--- src/rtl/data_memory_sync.sv ---
// data_memory_sync: parametrised data memory for the load/store path.
//
// After reset the block sweeps every word to zero (DEPTH edges) with
// mem_ready low, then accepts one request per cycle. Reads are registered
// (1-cycle latency, mem_rvalid strobe). Addresses with any bit set above the
// index field are rejected with a one-cycle mem_err pulse.
//
// Ports:
//   clk        in   clock, rising edge
//   rst        in   synchronous active-high reset
//   mem_req    in   request strobe
//   mem_we     in   1 = write, 0 = read
//   mem_addr   in   word address (ADDR_W bits)
//   mem_wdata  in   write data (DATA_W bits)
//   mem_ready  out  block accepts a request this cycle
//   mem_rvalid out  one-cycle pulse, mem_rdata/mem_err valid
//   mem_rdata  out  registered read data, held until the next accepted read
//   mem_err    out  one-cycle pulse, accepted request was out of range
module data_memory_sync #(
  parameter int unsigned DATA_W = 8,
  parameter int unsigned ADDR_W = 8,
  parameter int unsigned IDX_W  = 3
) (
  input  logic              clk,
  input  logic              rst,
  input  logic              mem_req,
  input  logic              mem_we,
  input  logic [ADDR_W-1:0] mem_addr,
  input  logic [DATA_W-1:0] mem_wdata,
  output logic              mem_ready,
  output logic              mem_rvalid,
  output logic [DATA_W-1:0] mem_rdata,
  output logic              mem_err
);

  localparam int unsigned DEPTH = 2 ** IDX_W;
  localparam logic [IDX_W-1:0] LastIdx = IDX_W'(DEPTH - 1);

  typedef enum logic {StClear, StReady} state_e;

  state_e            r_state;
  state_e            w_state_next;
  logic [IDX_W-1:0]  r_cnt;
  logic [DATA_W-1:0] r_mem [DEPTH];
  logic              r_rvalid;
  logic              r_err;
  logic [DATA_W-1:0] r_rdata;

  logic              w_in_range;
  logic [IDX_W-1:0]  w_idx;
  logic              w_accept;
  logic              w_mem_we;
  logic [IDX_W-1:0]  w_mem_idx;
  logic [DATA_W-1:0] w_mem_wdata;

  // With no bits above the index field every address is in range.
  if (IDX_W < ADDR_W) begin : g_range
    assign w_in_range = (mem_addr[ADDR_W-1:IDX_W] == '0);
  end else begin : g_no_range
    assign w_in_range = 1'b1;
  end

  assign w_idx      = mem_addr[IDX_W-1:0];
  assign mem_ready  = (r_state == StReady);
  assign w_accept   = mem_req && mem_ready;
  assign mem_rvalid = r_rvalid;
  assign mem_err    = r_err;
  assign mem_rdata  = r_rdata;

  always_comb begin
    w_state_next = r_state;
    unique case (r_state)
      StClear: if (r_cnt == LastIdx) w_state_next = StReady;
      StReady: w_state_next = StReady;
      default: w_state_next = StClear;
    endcase
  end

  // Single array write port shared by the clear sweep and accepted writes.
  always_comb begin
    w_mem_we    = 1'b0;
    w_mem_idx   = w_idx;
    w_mem_wdata = mem_wdata;
    if (!rst) begin
      if (r_state == StClear) begin
        w_mem_we    = 1'b1;
        w_mem_idx   = r_cnt;
        w_mem_wdata = '0;
      end else if (w_accept && mem_we && w_in_range) begin
        w_mem_we = 1'b1;
      end
    end
  end

  always_ff @(posedge clk) begin
    if (w_mem_we) begin
      r_mem[w_mem_idx] <= w_mem_wdata;
    end
  end

  always_ff @(posedge clk) begin
    if (rst) begin
      r_state  <= StClear;
      r_cnt    <= '0;
      r_rvalid <= 1'b0;
      r_err    <= 1'b0;
      r_rdata  <= '0;
    end else begin
      r_state  <= w_state_next;
      if (r_state == StClear) begin
        r_cnt <= r_cnt + IDX_W'(1);
      end
      r_rvalid <= w_accept && !mem_we;
      r_err    <= w_accept && !w_in_range;
      // Read samples the array before any same-edge write lands.
      if (w_accept && !mem_we) begin
        r_rdata <= w_in_range ? r_mem[w_idx] : '0;
      end
    end
  end

endmodule

--- config.mk ---
export PLATFORM = sky130hd
export DESIGN_NAME = data_memory_sync
export DESIGN_NICKNAME = d
export VERILOG_FILES = /design/src/rtl/data_memory_sync.sv
export SDC_FILE = /design/constraint.sdc
export NUM_CORES = 1
export LEC_CHECK = 0
export BUFFER_PORTS_ARGS = -buffer_cell sky130_fd_sc_hd__buf_2
export CAP_MARGIN = 20
export CORE_MARGIN = 2
export CORE_UTILIZATION = 50
export DETAILED_ROUTE_END_ITERATION = 8
export PLACE_DENSITY = 0.75
export SETUP_SLACK_MARGIN = 0.05
export SYNTH_ARGS = -nofsm -noshare
export SYNTH_HDL_FRONTEND = slang
export SYNTH_SLANG_ARGS = --single-unit
--- constraint.sdc ---
create_clock -name clk -period 2.92 [get_ports clk]
set_input_delay 0.73 -clock clk [delete_from_list [all_inputs] [get_ports clk]]
set_output_delay 0.73 -clock clk [all_outputs]
set_load 0.01 [all_outputs]
* Word-level counts from Yosys, hierarchy flattened
Memory sizes are Yosys's and may differ from the RTL's.
Cells that the tools add are included.
** Word-level totals
- RAM bits :: 64
- Output and inout bits :: 11
- Word-level logic and storage cells :: 29
- Flip-flop bits (word level) :: 14
- Input bits :: 20
- Memories :: 1
** Cells by class
- Reduce and logical (&&, ||, !) cells :: 8
- Eq/ne operators :: 1
- Bitwise logic cells :: 1
- Add/sub/neg operators :: 1
- Multiplexer cells :: 12
** Memory list
- r_mem :: words 8, bits a word 8, read ports 1, clocked after memory_dff 0, write ports 1, RTL line 44 : logic [DATA_W-1:0] r_mem [DEPTH];
** Operators by type and width (number)
- $mux 8 :: 3
- $mux 1 :: 6
- $mux 3 :: 2
- $logic_and 1x1->1 :: 5
- $logic_not 5->1 :: 1
- $add 3x1->3 const B :: 1
- $eq 3x3->1 const B :: 1
- $logic_not 1->1 :: 2
- $pmux 1 s2 :: 1
- $not 1->1 :: 1

* Depth between registers and ports, before layout
- Depth after elaboration :: 8
- Mapped depth :: 5
- Depth with buffers taken out :: 4

* Least setup slack after synthesis
Ideal clock, no wire load.
- Path kind :: input -> register
- Start :: input mem_addr[3]
- End :: memory r_mem[0][0], enable pin
- Stages on the path :: 3
- Setup time :: 375 ps
- Setup slack :: 225 ps
- Data required time :: 2545 ps
- Data arrival time :: 2320 ps
- Path buffers :: 0
- Cells stage by stage :: or4_4 -> or4_4 -> a21oi_1
** On the way
- Longest elaborated chain between the ends :: 7
** RTL lines
- start, declared :: RTL line 28 : input logic [ADDR_W-1:0] mem_addr,
- $logic_not 5->1 :: RTL line 58 : assign w_in_range = (mem_addr[ADDR_W-1:IDX_W] == '0);
- $logic_and 1x1->1 :: RTL line 89 : end else if (w_accept && mem_we && w_in_range) begin
- $mux 1 :: RTL line 89
- $mux 1 :: RTL line 85 : if (r_state == StClear) begin
- $mux 1 :: RTL line 84 : if (!rst) begin
- $mux 1 :: RTL line 96 : if (w_mem_we) begin
- $mux 1 (not written as such) :: RTL line 97 : r_mem[w_mem_idx] <= w_mem_wdata;
- end, declared :: RTL line 44
No other way between the ends.

* Final worst setup path
- Start :: input mem_addr[3]
- End :: memory r_mem[1][4], enable pin
The elaborated chain is that of the path after synthesis.

==> impl_metrics.yaml <==
hold_path:
  min_path_type: "flop to flop"
  min_to: "mem_rdata[4]"
  holdCritStartpoint: "mem_rdata[4]"
  holdPathStages: 1
synth:
  ys_warn_count: 0
  postSynthAreaPerCell_um2: 18.30
  syn-cell-area_um2: 3112
  synth_cell_type_count: 27
  synth_seq_cells: 78
  ys_seq_area_share_pct: 70.77
  synth_nets: 192
  synthCells: 170
clock_tree:
  cts_buffers: 9
  cts_resized: 0
  hold_buffers: 0
  clock-sinks: 78
  clockRootBuffer: "clkbuf_8"
  clk_latency_ns: 0.34
  clock_path_buffers: 2
  cts_tree: "done"
  clk_pin_slew_ns: 0.08
  htree_levels: 3
  post-cts-setup-buffer-count: 0
pwr:
  clockPowerShare_pct: 35.9
  power_mw: 2.178
  internal_power_mw: 1.720
  p_sw_uw: 458.8
  leakage_nw: 1.281
  p_seq_share_pct: 57.3
  peakVddDrop_mv: 0.3323
  swShare_pct: 21.06
  share_comb_of_total_power_pct: 6.8
  powerDensity_nw_per_um2: 608.9
detailed_routing:
  antenna_left: 0
  dr.first_iter.drc_count: 175
  vias: 1626
  drt-total-wl_um: 5867
  wire_per_inst_um: 20.02
  drc: 0
  firstDrtPassIters: 4
  viasPerCell: 5.549
grt:
  grt_pass1_wl_um: 9432
  grt_max_degree: 20
  grt_pass1_vias: 1673
  antenna_found_initial: 0
  track_usage_pct: 18.53
  grt_overflow: 0
  grt_use_met1_pct: 27.30
  busiest_layer: "met1"
  use_met3_pct: 4.274
  use_met2_pct: 26.76
timing:
  fin_crit_ns: 2.288
  max_freq_ghz: 0.4370
  relSlewSlack_pct: 57.54
  worst_pin_slew_ns: 0.6321
  rsz0062_at_grt: "no"
  finalSetupViolCount: 0
  timing.final.ws_setup_ns: 0.6318
  drv_slew: 0
  finalHoldViolations: 0
  tns_ns: 0
  finalClockSkew_ns: 0.01149
  period_share_pct: 78.36
critical_path:
  timing.rr.end: "r_mem[1][4]"
  reg2reg_slack_ns: 0.74
  crit_arrival_ns: 2.34
  rr_worst_depth: 4
  reg2reg_from: "mem_ready"
  critPathLaunchType: "input pin"
  critPathCaptureType: "flop"
  crit_fanout: 8
  cp.required_ns: 2.97
  crit_type: "input pin to flop"
placed_design:
  dpl_cell_area_um2: 3385
  dpl_worst_slack_ns: 0.2791
  post-dp-hpwl_um: 3936
  globalplace.congestion: 0.7955
  port_buffers: 30
final_layout:
  layout-drive-gt1-share_pct: 38.07
  antenna_cells: 0
  final_cell_area_um2: 3577
  syn_to_final_growth_pct: 14.96
  nets: 235
floorplan:
  start_util_pct: 52.25
  ios: 31
  core_area_um2: 5956
  dieArea_um2: 6871
  die_w_um: 82.89
  row_count: 28
  die_h_um: 82.89
outcome:
  status: "finished clean"
run:
  maxCapViolCount: 0
final cells by class:
| cell class | count | area [µm²] |
|---|---|---|
| fillers | 435 | 2379 |
| flip-flops and latches | 78 | 2202 |
| multi-input cells | 81 | 852.1 |
| repair buffers | 40 | 225.2 |
| clock buffers | 12 | 145.1 |
| well taps | 75 | 93.84 |
| clock inverters | 4 | 47.55 |
| inverters | 3 | 11.26 |
metrics by stage:
step | hold WS, ns | utilization (%) | instances
after global routing | 0.4956 | 60.06 | 293
after CTS | 0.4808 | 60.06 | 293
after global placement | 0.4587 | 56.83 | 277
after detailed placement | 0.4624 | 56.83 | 277
final | 0.4743 | 60.06 | 293
after floorplan | 0.5201 | - | 170
sequential cells by signal, summed over array words and instances, names as in the netlist:
signal      count
mem_err         1
mem_rdata       8
mem_ready       1
mem_rvalid      1
r_cnt           3
r_mem          64
how the worst max path moves through the flow:
stage                      from     endpoint  cells past startpoint
floorplan           mem_addr[3]  r_mem[0][0]                      3
global placement    mem_addr[3]  r_mem[2][0]                      5
detailed placement  mem_addr[3]  r_mem[7][0]                      5
CTS                 mem_addr[3]  r_mem[7][4]                      5
global route        mem_addr[3]  r_mem[3][1]                      5
finish              mem_addr[3]  r_mem[1][4]                      5
power by group through the flow:
stage | Combinational (mW) | Sequential, mW | Clock [mW]
2_1_floorplan | 0.101 | 1.27 | 0
3_3_place_gp | 0.146 | 1.27 | 0
3_5_place_dp | 0.150 | 1.27 | 0
4_1_cts | 0.151 | 1.25 | 0.798
5_1_grt | 0.166 | 1.25 | 0.838
6_report | 0.149 | 1.25 | 0.782
worst max-delay path, stage by stage:
cell and delay [ns]:
buf_2 0.10, or4_4 0.56, or4_4 0.56, a21oi_1 0.18, buf_4 0.20
placed cells by master (no fill, tap or decap), types with 3 or more instances in the layout:
cell type  synthesis  layout
inv_1              3       3
a22o_1             8       8
buf_4              0      10
mux2_2             8       8
mux4_2            16      16
a21oi_1            8       8
buf_2              1      30
or4_4              3       3
dfxtp_1           14      14
nor2_1             9       9
and2_1             8       8
edfxtp_1          64      64
clkbuf_8           0      10
a31oi_1            5       5
cells by family after synthesis:
family,count (synthesis),share of synthesized area (%)
mux,26,15.12
flops,78,70.77
xor+xnor,1,0.2815
buf+inv,11,1.849
simple gates,31,6.635
fa+ha+maj,2,0.8041
compound gates,21,4.544
cell usage after synthesis (all sizes together):
| library cell | number | share of area [%] |
|---|---|---|
| a21oi | 8 | 1.3 |
| a22o | 8 | 2.3 |
| a31oi | 5 | 1.0 |
| and2 | 8 | 1.6 |
| buf | 4 | 1.0 |
| clkbuf | 4 | 0.48 |
| dfxtp | 14 | 9.0 |
| edfxtp | 64 | 62 |
| ha | 2 | 0.80 |
| inv | 3 | 0.36 |
| mux2 | 8 | 2.9 |
| mux2i | 2 | 0.64 |
| mux4 | 16 | 12 |
| nand2 | 2 | 0.24 |
| nand2b | 1 | 0.20 |
| nand3b | 1 | 0.24 |
| nor2 | 9 | 1.1 |
| nor4 | 2 | 0.88 |
| nor4b | 2 | 0.56 |
| nor4bb | 1 | 0.32 |
| or2 | 1 | 0.20 |
| or3 | 1 | 0.20 |
| or4 | 3 | 1.1 |
| xor2 | 1 | 0.28 |
routing by layer:
metal	vias up	wire [µm]
met4	0	99
met1	799	2853
li1	771	-
met5	-	0
met2	45	2624
met3	11	290
No activity file was read; power rests on OpenSTA's default activity.
